`config.mk`:
```
export PLATFORM = sky130hd
export DESIGN_NAME = fetch_entry_fifo
export DESIGN_NICKNAME = d
export VERILOG_FILES = /design/src/rtl/config_pkg.sv /design/src/rtl/fetch_entry_fifo_pkg.sv /design/src/rtl/fetch_entry_fifo.sv
export SDC_FILE = /design/constraint.sdc
export NUM_CORES = 1
export LEC_CHECK = 0
export CAP_MARGIN = 20
export CORE_UTILIZATION = 30
export DETAILED_ROUTE_END_ITERATION = 10
export HOLD_SLACK_MARGIN = 0.05
export PLACE_DENSITY = 0.52
export SYNTH_ARGS = -nofsm -noshare
export SYNTH_HDL_FRONTEND = slang
export SYNTH_SLANG_ARGS = --single-unit
```
`constraint.sdc`:
```
create_clock -name clk_i -period 6.6 [get_ports clk_i]
set_clock_uncertainty 0.05 [all_clocks]
set_input_delay 0.66 -clock clk_i [delete_from_list [all_inputs] [get_ports clk_i]]
set_output_delay 0.66 -clock clk_i [all_outputs]
set_load 0.05 [all_outputs]
```
`src/rtl/config_pkg.sv`:
```
// Core configuration package.
// Only the fields this slice of the core needs are present; the FIFO takes
// the configuration so its parameter list matches the other pipeline stages.
package config_pkg;

    typedef struct packed {
        int unsigned NrIssuePorts;
        int unsigned XLEN;
    } cva6_cfg_t;

    localparam cva6_cfg_t cva6_cfg_empty = '0;

endpackage

```
`src/rtl/fetch_entry_fifo_pkg.sv`:
```
// Helpers shared by the fetch-entry FIFO.
package fetch_entry_fifo_pkg;

    // True when v is a non-zero power of two.
    function automatic logic is_pow2(input int unsigned v);
        return (v != 0) && ((v & (v - 1)) == 0);
    endfunction

endpackage

```
`src/rtl/fetch_entry_fifo.sv`:
```
// fetch_entry_fifo
//   Decoupling FIFO between the instruction realigner and decode. It absorbs
//   fetch bursts while decode is stalled and presents one registered head
//   entry with a valid/ready handshake. Flush empties it in one cycle.
//
// Ports
//   clk_i                core clock
//   rst_i                synchronous active-high reset (clears storage too)
//   flush_i              discard all stored entries
//   fetch_entry_i        entry from the frontend
//   fetch_entry_valid_i  frontend entry valid
//   fetch_entry_ready_o  FIFO can accept an entry (registered state only)
//   fetch_entry_o        head entry to decode
//   fetch_entry_valid_o  head entry valid
//   fetch_entry_ready_i  decode consumes the head
//   count_o              current occupancy
module fetch_entry_fifo
    import fetch_entry_fifo_pkg::*;
#(
    parameter config_pkg::cva6_cfg_t CVA6Cfg = config_pkg::cva6_cfg_empty,
    parameter type fetch_entry_t = logic,
    parameter int unsigned Depth = 4
) (
    input  logic                     clk_i,
    input  logic                     rst_i,
    input  logic                     flush_i,
    input  fetch_entry_t             fetch_entry_i,
    input  logic                     fetch_entry_valid_i,
    output logic                     fetch_entry_ready_o,
    output fetch_entry_t             fetch_entry_o,
    output logic                     fetch_entry_valid_o,
    input  logic                     fetch_entry_ready_i,
    output logic [$clog2(Depth):0]   count_o
);

    localparam int unsigned PtrW = $clog2(Depth);
    localparam int unsigned CntW = PtrW + 1;

    if (Depth < 2 || !is_pow2(Depth)) begin : g_bad_depth
        $error("fetch_entry_fifo: Depth must be a power of two and >= 2");
    end

    // This FIFO feeds exactly one decode/issue lane.
    if (CVA6Cfg.NrIssuePorts > 1) begin : g_bad_issue_ports
        $error("fetch_entry_fifo: only a single issue port is supported");
    end

    fetch_entry_t            mem_q [Depth];
    logic        [PtrW-1:0]  rd_q;
    logic        [PtrW-1:0]  wr_q;
    logic        [CntW-1:0]  cnt_q;
    logic                    push;
    logic                    pop;

    // Ready and valid come straight from the registered count, so there is no
    // combinational path from fetch_entry_ready_i to fetch_entry_ready_o; a
    // full FIFO refuses a push even when the head pops in the same cycle.
    assign fetch_entry_ready_o = (cnt_q != CntW'(Depth));
    assign fetch_entry_valid_o = (cnt_q != '0);
    assign fetch_entry_o       = mem_q[rd_q];
    assign count_o             = cnt_q;

    assign push = fetch_entry_valid_i && fetch_entry_ready_o;
    assign pop  = fetch_entry_valid_o && fetch_entry_ready_i;

    always_ff @(posedge clk_i) begin
        if (rst_i) begin
            rd_q  <= '0;
            wr_q  <= '0;
            cnt_q <= '0;
            mem_q <= '{default: '0};
        end else if (flush_i) begin
            // Storage is left as is; only the bookkeeping is reset.
            rd_q  <= '0;
            wr_q  <= '0;
            cnt_q <= '0;
        end else begin
            if (push) begin
                mem_q[wr_q] <= fetch_entry_i;
                wr_q        <= wr_q + 1'b1;
            end
            if (pop) begin
                rd_q <= rd_q + 1'b1;
            end
            if (push && !pop) begin
                cnt_q <= cnt_q + 1'b1;
            end else if (pop && !push) begin
                cnt_q <= cnt_q - 1'b1;
            end
        end
    end

endmodule

```
* After elaboration in Yosys (flattened, before gate mapping)
Index checks and enable logic that the tools add are counted.
Storage, ports and cells: flip-flop bits (word level) 11, input port bits 6, logic and storage cells 37
Cells by class: add/subtract/negate cells 4, order comparisons 3, equality and inequality tests 1, muxes and demuxes 8, bitwise gates (word level) 3, reduce and logical (&&, ||, !) cells 11
Operators with widths (count):
- >= comparator 3 bit (second input constant) | 2
- two-way mux 3 bit | 2
- inverter 2 -> 3 bit | 2
- logical AND 1 bit | 5
- adder 2 x 1 -> 2 bit (second input constant) | 2
- bitwise mux 4 bit | 1
- adder 3 x 1 -> 3 bit (second input constant) | 1
- < comparator 3 x 1 -> 1 bit (second input constant) | 1
- two-way mux 1 bit | 3
- != test 3 bit (second input constant) | 1
- nonzero test 3 bit | 1
- subtractor 3 x 1 -> 3 bit (second input constant) | 1
- binary-select mux 1 bit (select 2 bit) | 1
- demux 1 bit (select 2 bit) | 1
- logical NOT 1 bit | 2
- AND reduction 2 bit | 1
- nonzero test 2 bit | 1
- OR reduction 2 bit | 1
- inverter 1 bit | 1

* Depth between registers and ports, before layout
Gate-level depths: netlist of run 1.
depth after elaboration 6, gate-level depth with buffers 9

* Least setup slack after synthesis of run 1
Ideal clock, no wire load.
path type reg-to-reg, start register cnt_q[0], in the netlist count_o[0], end register cnt_q[2], in the netlist count_o[2], arrival 2.537 ns, slack 3.943 ns, cell stages (with the launch flop) 10, path buffers 1, clock period less this slack 2.657 ns, cells stage by stage dfxtp_1 -> or3b_1 -> buf_6 -> and2_4 -> ha_1 -> inv_1 -> fa_1 -> xor2_1 -> or3_2 -> a21oi_1
On the way: longest elaborated chain between the ends 5, elaborated cells between the ends (all ways) 13, classes of those cells add/sub (2); eq/ne (1); mux (2); reduce/logical (8)
Ends and longest elaborated chain:
- start: declaration | RTL line fetch_entry_fifo.sv:51 | logic [CntW-1:0] cnt_q;
- start signal: assignment | RTL line fetch_entry_fifo.sv:86 | cnt_q <= cnt_q + 1'b1;
- start signal: assignment | RTL line fetch_entry_fifo.sv:88 | cnt_q <= cnt_q - 1'b1;
- != test 3 bit (*) | RTL line fetch_entry_fifo.sv:58 | assign fetch_entry_ready_o = (cnt_q != CntW'(Depth));
- net fetch_entry_ready_o | RTL line fetch_entry_fifo.sv:29 | output logic fetch_entry_ready_o,
- logical AND 1 bit (*) | RTL line fetch_entry_fifo.sv:63 | assign push = fetch_entry_valid_i && fetch_entry_ready_o;
- net push | RTL line fetch_entry_fifo.sv:52 | logic push;
- logical NOT 1 bit | RTL line fetch_entry_fifo.sv:87 | end else if (pop && !push) begin
- logical AND 1 bit | RTL line fetch_entry_fifo.sv:87
- nonzero test 2 bit (no line)
The timed path passes the listed nets; every way through them passes the cells marked *. The select of a mux whose other input is x is not followed. A chain may end at the register's enable or synchronous reset.

* Worst setup path after layout of run 1
start register cnt_q[2], in the netlist count_o[2], end output port fetch_entry_ready_o
On the way: longest elaborated chain between the ends 1
Ends and longest elaborated chain (RTL line):
- != test 3 bit | fetch_entry_fifo.sv:58
- end: declaration | fetch_entry_fifo.sv:29
No other way between the ends.

==> key figures, run 1 <==
STA
  • Measured slew at the worst slew-check pin: a little under 0.5 ns
  • TNS Setup: 0 ns
  • Final Hold Viols: 0
  • Slew HR: 0.6698
  • Min Tclk post-route: 2.657 ns
  • Post-route setup slack: slightly below 4 ns
  • RSZ-0062 raised after global routing: false
  • Period utilisation layout: 0.4025
  • # setup viols final: 0
  • FMAX: 376.4 MHz
  • Pins over their slew limit: 0

Yosys
  • Mapped Nets: slightly above 70
  • Gate Count Post-Synth: 60
  • Post-Syn Area: just over 600 um^2
  • Synth Register Bits: 11
  • Yosys cell types: 23
  • Seq/Total Area, Yosys: 0.3548
  • Warnings from Yosys: 0
  • Syn Area/Cell: 10.34 um^2
  • Top post-synthesis cells by count: dfxtp_1, ha_1, mux2i_1, nand2b_1, nor2_1
  • Count leader, synth: dfxtp_1
  • Yosys top cell by area: dfxtp_1
  • Synth top area share: 0.3548
  • Synth Flop Type: dfxtp_1
  • Ranking of synthesized cells by area: dfxtp_1, ha_1, mux2i_1
  • Post-synth ARST share: 0
  • EDFF count, synth: 0

Placement
  • Post-DP HPWL: 841.7 um
  • Final Wtd Congestion: between 0.6 and 0.7
  • Placed Cells: 96
  • Count of input and output buffers: 11
  • Dpl cell area: 749.5 um^2
  • Worst slack at placement: 3.705 ns

Flow run
  • Maxcap violations: 0

Route
  • TritonRoute pass-1 iters: 4
  • Final wirelength: 1129 um
  • Detail Route Antenna Nets: 0
  • Via density: ~4.7
  • Average routed wire per standard cell: 11.29 um
  • DRT iter0 DRCs: 5
  • Vias: 474
  • Remaining DRCs: 0

Global routing
  • GRT busiest layer: met2
  • GR Util met3: 0.03396
  • Vias in the first global route: 433
  • First-pass GRT wire length: 1814 um
  • Overflow after GRT: 0
  • Met1 usage: 0.1535
  • Total track usage: 0.1200
  • Initial antenna violation count: 0
  • Largest net degree at the start of global routing: 9
  • Met2 usage: 0.1808

Finish
  • Share of post-route cells with drive strength above 1: 0.1233
  • Area Overhead vs Synth: 25.00%
  • Ant diodes: 0
  • Layout Nets: 86
  • Fin util: 0.3954
  • FILL cells: 219
  • Final cell count without fillers: 100
  • Design area: around 780 um^2

Clock tree
  • CTS tree: done
  • Clk_lat worst skew: roughly 0.26 ns
  • H-Tree Depth: 1
  • Setup bufs post-CTS: 0
  • Root buf cell: clkbuf_4
  • Post-cts resize count: 0
  • CTS max path bufs: 2
  • Total CTS buffers: 3
  • CTS Sinks: 11
  • CTS Hold Bufs: 0
  • CTS clk-pin slew, worst paths: 0.07 ns

Worst setup path
  • Worst path max stage delay: 0.75 ns
  • Critical Path, Cell by Cell: or3b_1 > clkdlybuf4s50_1
  • Worst Path Arrival: 1.95 ns
  • Req. time, crit path: 5.89 ns
  • Crit path kind: reg2out
  • Worst setup EP type: output port
  • Register-to-Register Path Depth: 8
  • Crit path max fanout: 8
  • CP Launch Type: register
  • Max stage delay cell, worst path: clkdlybuf4s50_1

Power
  • LEAKAGE: 0.0003150 uW
  • Power per cell area: roughly 220 nW/um^2
  • Worst vdd ir: 112.0 uV

Run status
  • Status: complete, no violations

Floorplan
  • CORE AREA: 1962 um^2
  • Starting density of the core: 0.3163
  • Die width: around 47 um
  • Ports: 12
  • Die Ht: approximately 47 um
  • Site Rows: 16
  • Die Area: roughly 2300 um^2

Hold path
  • Worst Hold Class: reg2reg
  • Worst hold path cell count: 2
## power by group
part           total (uW)  internal, uW  switching [uW]
combinational        54.7          23.0            31.6
sequential           74.8          69.8            5.01
clock                44.9          23.3            21.6
## placed cells by master, fill, tap and decap left out, types with 2 or more instances in the layout
cell / instances
dfxtp_1: 11
inv_1: 3
ha_1: 5
or3_2: 2
nor2_1: 5
nand4_1: 2
o21ai_0: 2
nand2b_1: 5
mux2i_1: 5
nand4b_1: 4
clkbuf_4: 3
xor2_1: 4
clkdlybuf4s50_1: 11
## through the flow
step           total power, uW  hold WS, ns
3_3_place_gp             131.2       0.4159
4_1_cts                  177.1       0.4297
2_1_floorplan            115.4       0.3986
5_1_grt                  186.3       0.4502
3_5_place_dp             131.1       0.4190
6_report                 174.4       0.4279
## registers in the layout, summed over array words and instances, names as in the netlist
register  count
mem_q         4
count_o       3
rd_q          2
wr_q          2
## cell families (layout without fill, tap and decap cells)
group / Yosys count / after routing / share of synthesized area
xor+xnor: 4 / 4 / 0.05645
fa+ha+maj: 6 / 6 / 0.1331
mux: 6 / 6 / 0.1169
compound gates: 6 / 6 / 0.07056
buf+inv: 5 / 18 / 0.04233
flops: 11 / 11 / 0.3548
simple gates: 22 / 22 / 0.2258
## final timing paths
path	slack [ns]	from	end
hold / removal	0.43	mem_q[1]$_SDFFE_PP0P_	mem_q[1]$_SDFFE_PP0P_
setup / recovery	3.94	count_o[2]$_SDFFE_PP0P_	fetch_entry_ready_o
setup reg to reg	4.18	count_o[0]$_SDFFE_PP0P_	count_o[2]$_SDFFE_PP0P_
hold reg to reg	0.43	mem_q[1]$_SDFFE_PP0P_	mem_q[1]$_SDFFE_PP0P_
## cell type report
type	instances	area [um^2]	share of cell area
multi-input combinational	44	374.1	0.4823
clock buffer	4	26.28	0.03387
tap	27	33.78	0.04355
timing repair buffer	11	110.1	0.1419
sequential	11	220.2	0.2839
inverter	3	11.26	0.01452
## worst max-delay path, delay by kind of cell (launching register included)
family,cells,cell delay (ns)
and+or+nand+nor,1,0.50
DFF,1,0.43
buffers and inverters,1,0.75
## routing by layer
metal	routed length (um)	share of wire	up-vias
met1	562	0.50	221
met2	507	0.45	12
met5	0	0	-
met4	10	0.0089	0
met3	48	0.043	2
li1	-	-	239
Power figures use the tool's default switching activity.
==> run 2, diff against run 1 <==
--- a/config.mk
+++ b/config.mk
@@ -9,7 +9,7 @@
 export CORE_UTILIZATION = 30
 export DETAILED_ROUTE_END_ITERATION = 10
 export HOLD_SLACK_MARGIN = 0.05
-export PLACE_DENSITY = 0.52
+export PLACE_DENSITY = 0.54
 export SYNTH_ARGS = -nofsm -noshare
 export SYNTH_HDL_FRONTEND = slang
 export SYNTH_SLANG_ARGS = --single-unit
==> constraint.sdc (replaced) <==
create_clock -name clk_i -period 2.2 [get_ports clk_i]
set_clock_uncertainty 0.05 [all_clocks]
set_input_delay 0.22 -clock clk_i [delete_from_list [all_inputs] [get_ports clk_i]]
set_output_delay 0.22 -clock clk_i [all_outputs]
set_load 0.05 [all_outputs]
==> run 2 against run 1 <==
  * Worst hold slack lost 0.0013 ns
  * Worst setup slack lost 3.9 ns
  * Via count grew 5.5%
  * Clock-buffer cell count is the same
  * Final area grew 10%
  * Die area is the same
  * Global-route usage grew 0.73 points
==> key figures, run 2 (same netlist as run 1, synthesis figures left out) <==
Worst setup path
  • Cell count along the critical path: 2 (unchanged)
  • Worst setup EP type: output port
  • CP Launch Type: register
  • Max stage delay cell, worst path: clkdlybuf4s50_1
  • CP delay by family, top: buffers and inverters
  • Register-to-Register Path Depth: 9 (+1)
  • Req. time, crit path: 1.93 ns (-3.96 ns)
  • WP buf/inv: 1 (unchanged)
  • Worst Path Arrival: 1.84 ns (-0.11 ns)
  • Crit path kind: reg2out
  • Critical Path, Cell by Cell: mux4_2 > clkdlybuf4s50_1
  • Crit path max fanout: 2 (-6)
  • Worst path max stage delay: 0.71 ns (-0.04 ns)

Global routing
  • Vias in the first global route: 430 (-0.69%)
  • Initial antenna violation count: 0 (unchanged)
  • First-pass GRT wire length: 1897 um (+4.6%)
  • Largest net degree at the start of global routing: 8 (-1)
  • Overflow after GRT: 0 (unchanged)
  • Total track usage: 0.1273 (+0.007344)

Route
  • TritonRoute pass-1 iters: 3 (-1)
  • Vias: 500 (+5.5%)
  • Average routed wire per standard cell: 11.53 um (+2.1%)
  • Via density: 4.717 (-0.49%)
  • DRT iter0 DRCs: 10 (+5)
  • Detail Route Antenna Nets: 0 (unchanged)
  • Final wirelength: 1222 um (+8.2%)
  • Remaining DRCs: 0 (unchanged)

Clock tree
  • CTS Sinks: 11 (unchanged)
  • CTS max path bufs: 2 (unchanged)
  • H-Tree Depth: 1 (unchanged)
  • CTS Hold Bufs: 0 (unchanged)
  • CTS tree: done
  • CTS clk-pin slew, worst paths: 0.07 ns (about the same)
  • Clk_lat worst skew: 0.26 ns (about the same)
  • Root buf cell: clkbuf_4
  • Total CTS buffers: 3 (unchanged)

Power
  • Worst vdd ir: 314.3 uV (+180%)
  • Clock Power Share: 0.241 (-0.017)
  • Switch Pwr: 181.3 uW (+210%)
  • Power per cell area: 645.2 nW/um^2 (+190%)
  • Switching share of power: 0.3292 (-0.004855)
  • Power, Total: 550.6 uW (+220%)
  • Comb power frac: 0.360 (+0.047)
  • Register share of total power: 0.399 (-0.030)
  • P_int: 369.3 uW (+220%)
  • LEAKAGE: 0.0003466 uW (+10%)

STA
  • Min Tclk post-route: 2.112 ns
  • # setup viols final: 0 (unchanged)
  • Period utilisation layout: 0.9602
  • Pins over their slew limit: 0 (unchanged)
  • TNS Setup: 0 ns (unchanged)
  • RSZ-0062 raised after global routing: false
  • Final Hold Viols: 0 (unchanged)
  • FMAX: 473.4 MHz
  • Measured slew at the worst slew-check pin: 0.4912 ns (-0.002571 ns)
  • Slew HR: 0.6715 (+0.001720)

Floorplan
  • Die Ht: 47.48 um (unchanged)
  • Starting density of the core: 0.3163 (unchanged)
  • Die width: 47.48 um (unchanged)
  • CORE AREA: 1962 um^2 (unchanged)
  • Die Area: 2254 um^2 (unchanged)
  • Site Rows: 16 (unchanged)
  • Ports: 12 (unchanged)

Placement
  • Placed Cells: 102 (+6.3%)
  • Post-DP HPWL: 923.6 um (+9.7%)
  • Final Wtd Congestion: 0.7746 (+17%)
  • Count of input and output buffers: 11 (unchanged)

Finish
  • Commonest non-fill, non-tap cell in the layout: clkdlybuf4s50_1
  • Share of post-route cells with drive strength above 1: 0.2785 (+0.1552)
  • Layout Nets: 92 (+7.0%)
  • Ant diodes: 0 (unchanged)
  • Top reg by flops: mem_q
  • Most frequent cells in the layout: clkdlybuf4s50_1, dfxtp_1, buf_4
  • Final cell count without fillers: 106 (+6.0%)
  • FILL cells: 209 (-4.6%)
  • Area Overhead vs Synth: 37.50%
  • Register area: 231.5 um^2 (+5.1%)
  • Largest register FFs: 4 (unchanged)
  • Area of the multi-input gates: 397.9 um^2 (+6.4%)

Flow run
  • Maxcap violations: 0 (unchanged)

Hold path
  • Worst Hold Class: reg2reg
  • Worst hold path cell count: 2 (unchanged)

Run status
  • Status: complete, no violations
-- run 2: changes by cell type in the layout (fill, tap and decap cells not counted), moves of 2 or more --
cell             previous run  this run
dlygate4sd2_1               0         2
buf_4                       0         6
dfxtp_4                     0         3
clkdlybuf4s50_1            11         9
dfxtp_1                    11         8
-- run 2: through the flow --
stage	hold WS [ns]	setup WS, ns	utilization	instance area (um^2)
finish	0.4265	0.08766	0.4349	853.3
floorplan	0.3242	0.01343	-	650.6
global route	0.4561	0.01559	0.4349	853.3
CTS	0.4342	0.06457	0.4324	848.3
detailed placement	0.4231	0.04655	0.4203	824.5
global placement	0.4129	0.07053	0.4203	824.5
-- run 2: routing by layer --
layer	vias up	wire (um)	GRT usage
li1	249	-	-
met1	237	558	0.1632
met2	12	575	0.1863
met3	2	75	0.03396
met4	0	13	0.08571
met5	-	0	0
-- run 2: path summary, 6_finish.rpt --
kind,slack (ns),startpoint,endpoint
worst max-delay path,0.09,rd_q[1]$_SDFFE_PP0P_,fetch_entry_o
worst min-delay path,0.43,mem_q[3]$_SDFFE_PP0P_,mem_q[3]$_SDFFE_PP0P_
worst max register to register,0.12,count_o[1]$_SDFFE_PP0P_,count_o[2]$_SDFFE_PP0P_
worst min register to register,0.43,mem_q[3]$_SDFFE_PP0P_,mem_q[3]$_SDFFE_PP0P_
-- run 2: timing repair --
item                                    CTS  global route
gates resized for setup                   2             1
setup buffers                             0             0
endpoints found under the setup margin    2             1
-- run 2: final cells by class --
cell class	count	share of cell area
Inverter	3	0.01320
Timing Repair Buffer	17	0.1789
Clock buffer	4	0.03079
Multi-Input combinational cell	44	0.4663
Tap cell	27	0.03959
Sequential cell	11	0.2713
-- run 2: worst reg2reg max path, stage by stage, from the launching register on --
cell and delay [ns]:
dfxtp_4 0.35, buf_4 0.15, or3b_1 0.39, and2_4 0.17, ha_4 0.16, inv_2 0.05, fa_2 0.19, xor2_1 0.08
or3_4 0.32, a21oi_1 0.12
-- run 2: power by group through the flow --
stage	logic (uW)	clock network [uW]	registers, uW
finish	198	133	220
CTS	199	142	219
detailed placement	202	0	223
global placement	202	0	223
global route	213	152	222
floorplan	114	0	247
==> run 3, diff against run 2 <==
--- a/config.mk
+++ b/config.mk
@@ -9,7 +9,8 @@
 export CORE_UTILIZATION = 30
 export DETAILED_ROUTE_END_ITERATION = 10
 export HOLD_SLACK_MARGIN = 0.05
-export PLACE_DENSITY = 0.54
+export PLACE_DENSITY = 0.52
+export SETUP_SLACK_MARGIN = 0.4
 export SYNTH_ARGS = -nofsm -noshare
 export SYNTH_HDL_FRONTEND = slang
 export SYNTH_SLANG_ARGS = --single-unit
==> constraint.sdc (replaced) <==
create_clock -name clk_i -period 1.95 [get_ports clk_i]
set_clock_uncertainty 0.05 [all_clocks]
set_input_delay 0.195 -clock clk_i [delete_from_list [all_inputs] [get_ports clk_i]]
set_output_delay 0.195 -clock clk_i [all_outputs]
set_load 0.05 [all_outputs]
==> run 3 against run 2 <==
  * The flow now finishes with violations (setup timing)
  * Worst hold slack worse by 0.00095 ns
  * Global-route usage is 1.1 points higher
  * Combinational power rose by 38%
  * Wire length up 15%
  * Utilization rose by 4.0 points
  * First-iteration DRC count down 50%
  * Via count grew 3.0%
==> key figures, run 3 (same netlist as run 1, synthesis figures left out) <==
Run status
  • Status: finished with violations
  • Failing checks: setup timing

Worst setup path
  • Req. time, crit path: 2.10 ns (+0.17 ns)
  • Crit path kind: reg2reg
  • Critical Path, Cell by Cell: or3b_1 > and2_4 > ha_4 > inv_2 > fa_2 > xor2_2 > or3_4 > a21oi_2
  • Worst setup EP type: register
  • Worst reg-to-reg setup slack: -0.02 ns (-0.14 ns)
  • Worst Path Arrival: 2.12 ns (+0.28 ns)
  • WP buf/inv: 1 (unchanged)
  • CP delay by family, top: simple AND/OR/NAND/NOR gates
  • Max stage delay cell, worst path: or3b_1
  • CP Launch Type: register
  • Crit path max fanout: 3 (+1)
  • Worst path max stage delay: 0.41 ns (-0.30 ns)
  • Register-to-Register Path Depth: 8 (-1)
  • Cell count along the critical path: 8 (+6)

Route
  • Vias: 515 (+3.0%)
  • Remaining DRCs: 0 (unchanged)
  • Average routed wire per standard cell: 12.61 um (+9.4%)
  • Detail Route Antenna Nets: 0 (unchanged)
  • Via density: 4.640 (-1.6%)
  • Final wirelength: 1400 um (+15%)
  • DRT iter0 DRCs: 5 (-5)
  • TritonRoute pass-1 iters: 2 (-1)

Global routing
  • Overflow after GRT: 0 (unchanged)
  • Largest net degree at the start of global routing: 8 (unchanged)
  • Vias in the first global route: 492 (+14%)
  • First-pass GRT wire length: 2070 um (+9.1%)
  • Total track usage: 0.1385 (+0.01115)
  • Initial antenna violation count: 0 (unchanged)

Finish
  • Fin util: 0.4745 (+0.03954)
  • Share of post-route cells with drive strength above 1: 0.4286 (+0.1501)
  • Commonest non-fill, non-tap cell in the layout: buf_4
  • Layout Nets: 97 (+5.4%)
  • Largest register FFs: 4 (unchanged)
  • Final cell count without fillers: 111 (+4.7%)
  • Area Overhead vs Synth: 50.00%
  • Most frequent cells in the layout: buf_4, dfxtp_1
  • Ant diodes: 0 (unchanged)
  • Top reg by flops: mem_q

Floorplan
  • Die width: 47.48 um (unchanged)
  • Die Area: 2254 um^2 (unchanged)
  • Starting density of the core: 0.3163 (unchanged)
  • Site Rows: 16 (unchanged)
  • Die Ht: 47.48 um (unchanged)
  • CORE AREA: 1962 um^2 (unchanged)
  • Ports: 12 (unchanged)

Hold path
  • Worst hold path cell count: 2 (unchanged)
  • Worst Hold Class: reg2reg

Clock tree
  • CTS max path bufs: 2 (unchanged)
  • Clk_lat worst skew: 0.26 ns (about the same)
  • Total CTS buffers: 3 (unchanged)
  • Root buf cell: clkbuf_4
  • CTS Hold Bufs: 0 (unchanged)
  • CTS clk-pin slew, worst paths: 0.07 ns (about the same)
  • CTS tree: done
  • H-Tree Depth: 1 (unchanged)
  • CTS Sinks: 11 (unchanged)

Placement
  • Final Wtd Congestion: 0.6896 (-11%)
  • Post-DP HPWL: 1013 um (+9.7%)
  • Placed Cells: 105 (+2.9%)
  • Count of input and output buffers: 11 (unchanged)

STA
  • Pins over their slew limit: 0 (unchanged)
  • FMAX: 506.7 MHz
  • # setup viols final: 1 (+1)
  • Post-route setup slack: -0.02339 ns (-0.1111 ns)
  • Min Tclk post-route: 1.973 ns
  • Period utilisation layout: 1.012
  • RSZ-0062 raised after global routing: true
  • Slew HR: 0.6808 (+0.009309)
  • Final Hold Viols: 0 (unchanged)
  • Measured slew at the worst slew-check pin: 0.4807 ns (-0.01055 ns)

Power
  • Power, Total: 679.9 uW (+23%)
  • LEAKAGE: 0.0003854 uW (+11%)
  • Worst vdd ir: 336.7 uV (+7.1%)
  • Power per cell area: 730.3 nW/um^2 (+13%)

Flow run
  • Maxcap violations: 0 (unchanged)
==> run 3: worst paths after layout <==
kind | start | endpoint
min reg2reg | mem_q[2]$_SDFFE_PP0P_ | mem_q[2]$_SDFFE_PP0P_
max reg2reg | count_o[1]$_SDFFE_PP0P_ | count_o[2]$_SDFFE_PP0P_
min | mem_q[2]$_SDFFE_PP0P_ | mem_q[2]$_SDFFE_PP0P_
max | count_o[1]$_SDFFE_PP0P_ | count_o[2]$_SDFFE_PP0P_
==> run 3: what timing repair did <==
action | CTS | global route
setup endpoints to repair | 8 | 9
buffers inserted | 0 | 2
endpoints found under the hold margin | 0 | 0
pin swaps | 0 | 5
gates resized for setup | 11 | 10
==> run 3: worst min-delay path, delay by kind of cell (launching register included) <==
kind	cells	cell delay, ns
flip-flops	1	0.31
multiplexers	1	0.06
AND/OR/NAND/NOR	1	0.06
==> run 3: per-stage QoR <==
stage               worst slack (ns)  hold WS [ns]  setup TNS [ns]  instance area (um^2)
global placement             -0.1510        0.4152         -0.1510                 839.6
global route                -0.09214        0.4578         -0.1177                 930.9
detailed placement           -0.1860        0.4177         -0.1860                 839.6
CTS                         -0.01894        0.4291        -0.01894                 893.4
floorplan                    -0.2366        0.2992         -0.3956                 650.6
finish                      -0.02339        0.4256        -0.02339                 930.9
==> run 3: area by class of cell <==
class | instances | area (um^2)
Timing Repair Buffer | 22 | 197.7
Fill cell | 222 | 1031
Sequential cell | 11 | 232.7
Clock buffer | 4 | 26.28
Inverter | 3 | 11.26
Tap cell | 27 | 33.78
Multi-Input combinational cell | 44 | 429.2
==> run 3: metal layers <==
layer / track usage / share of wire
met2: 0.2466 / 0.53
met3: 0.03774 / 0.051
met5: 0 / 0
met4: 0.06857 / 0.0043
met1: 0.1501 / 0.42
==> run 3: where the power goes <==
part	internal [uW]	total (uW)	switching, uW
logic	135	274	139
clock network	79.1	155	75.5
registers	237	251	14.2
total	451	680	229
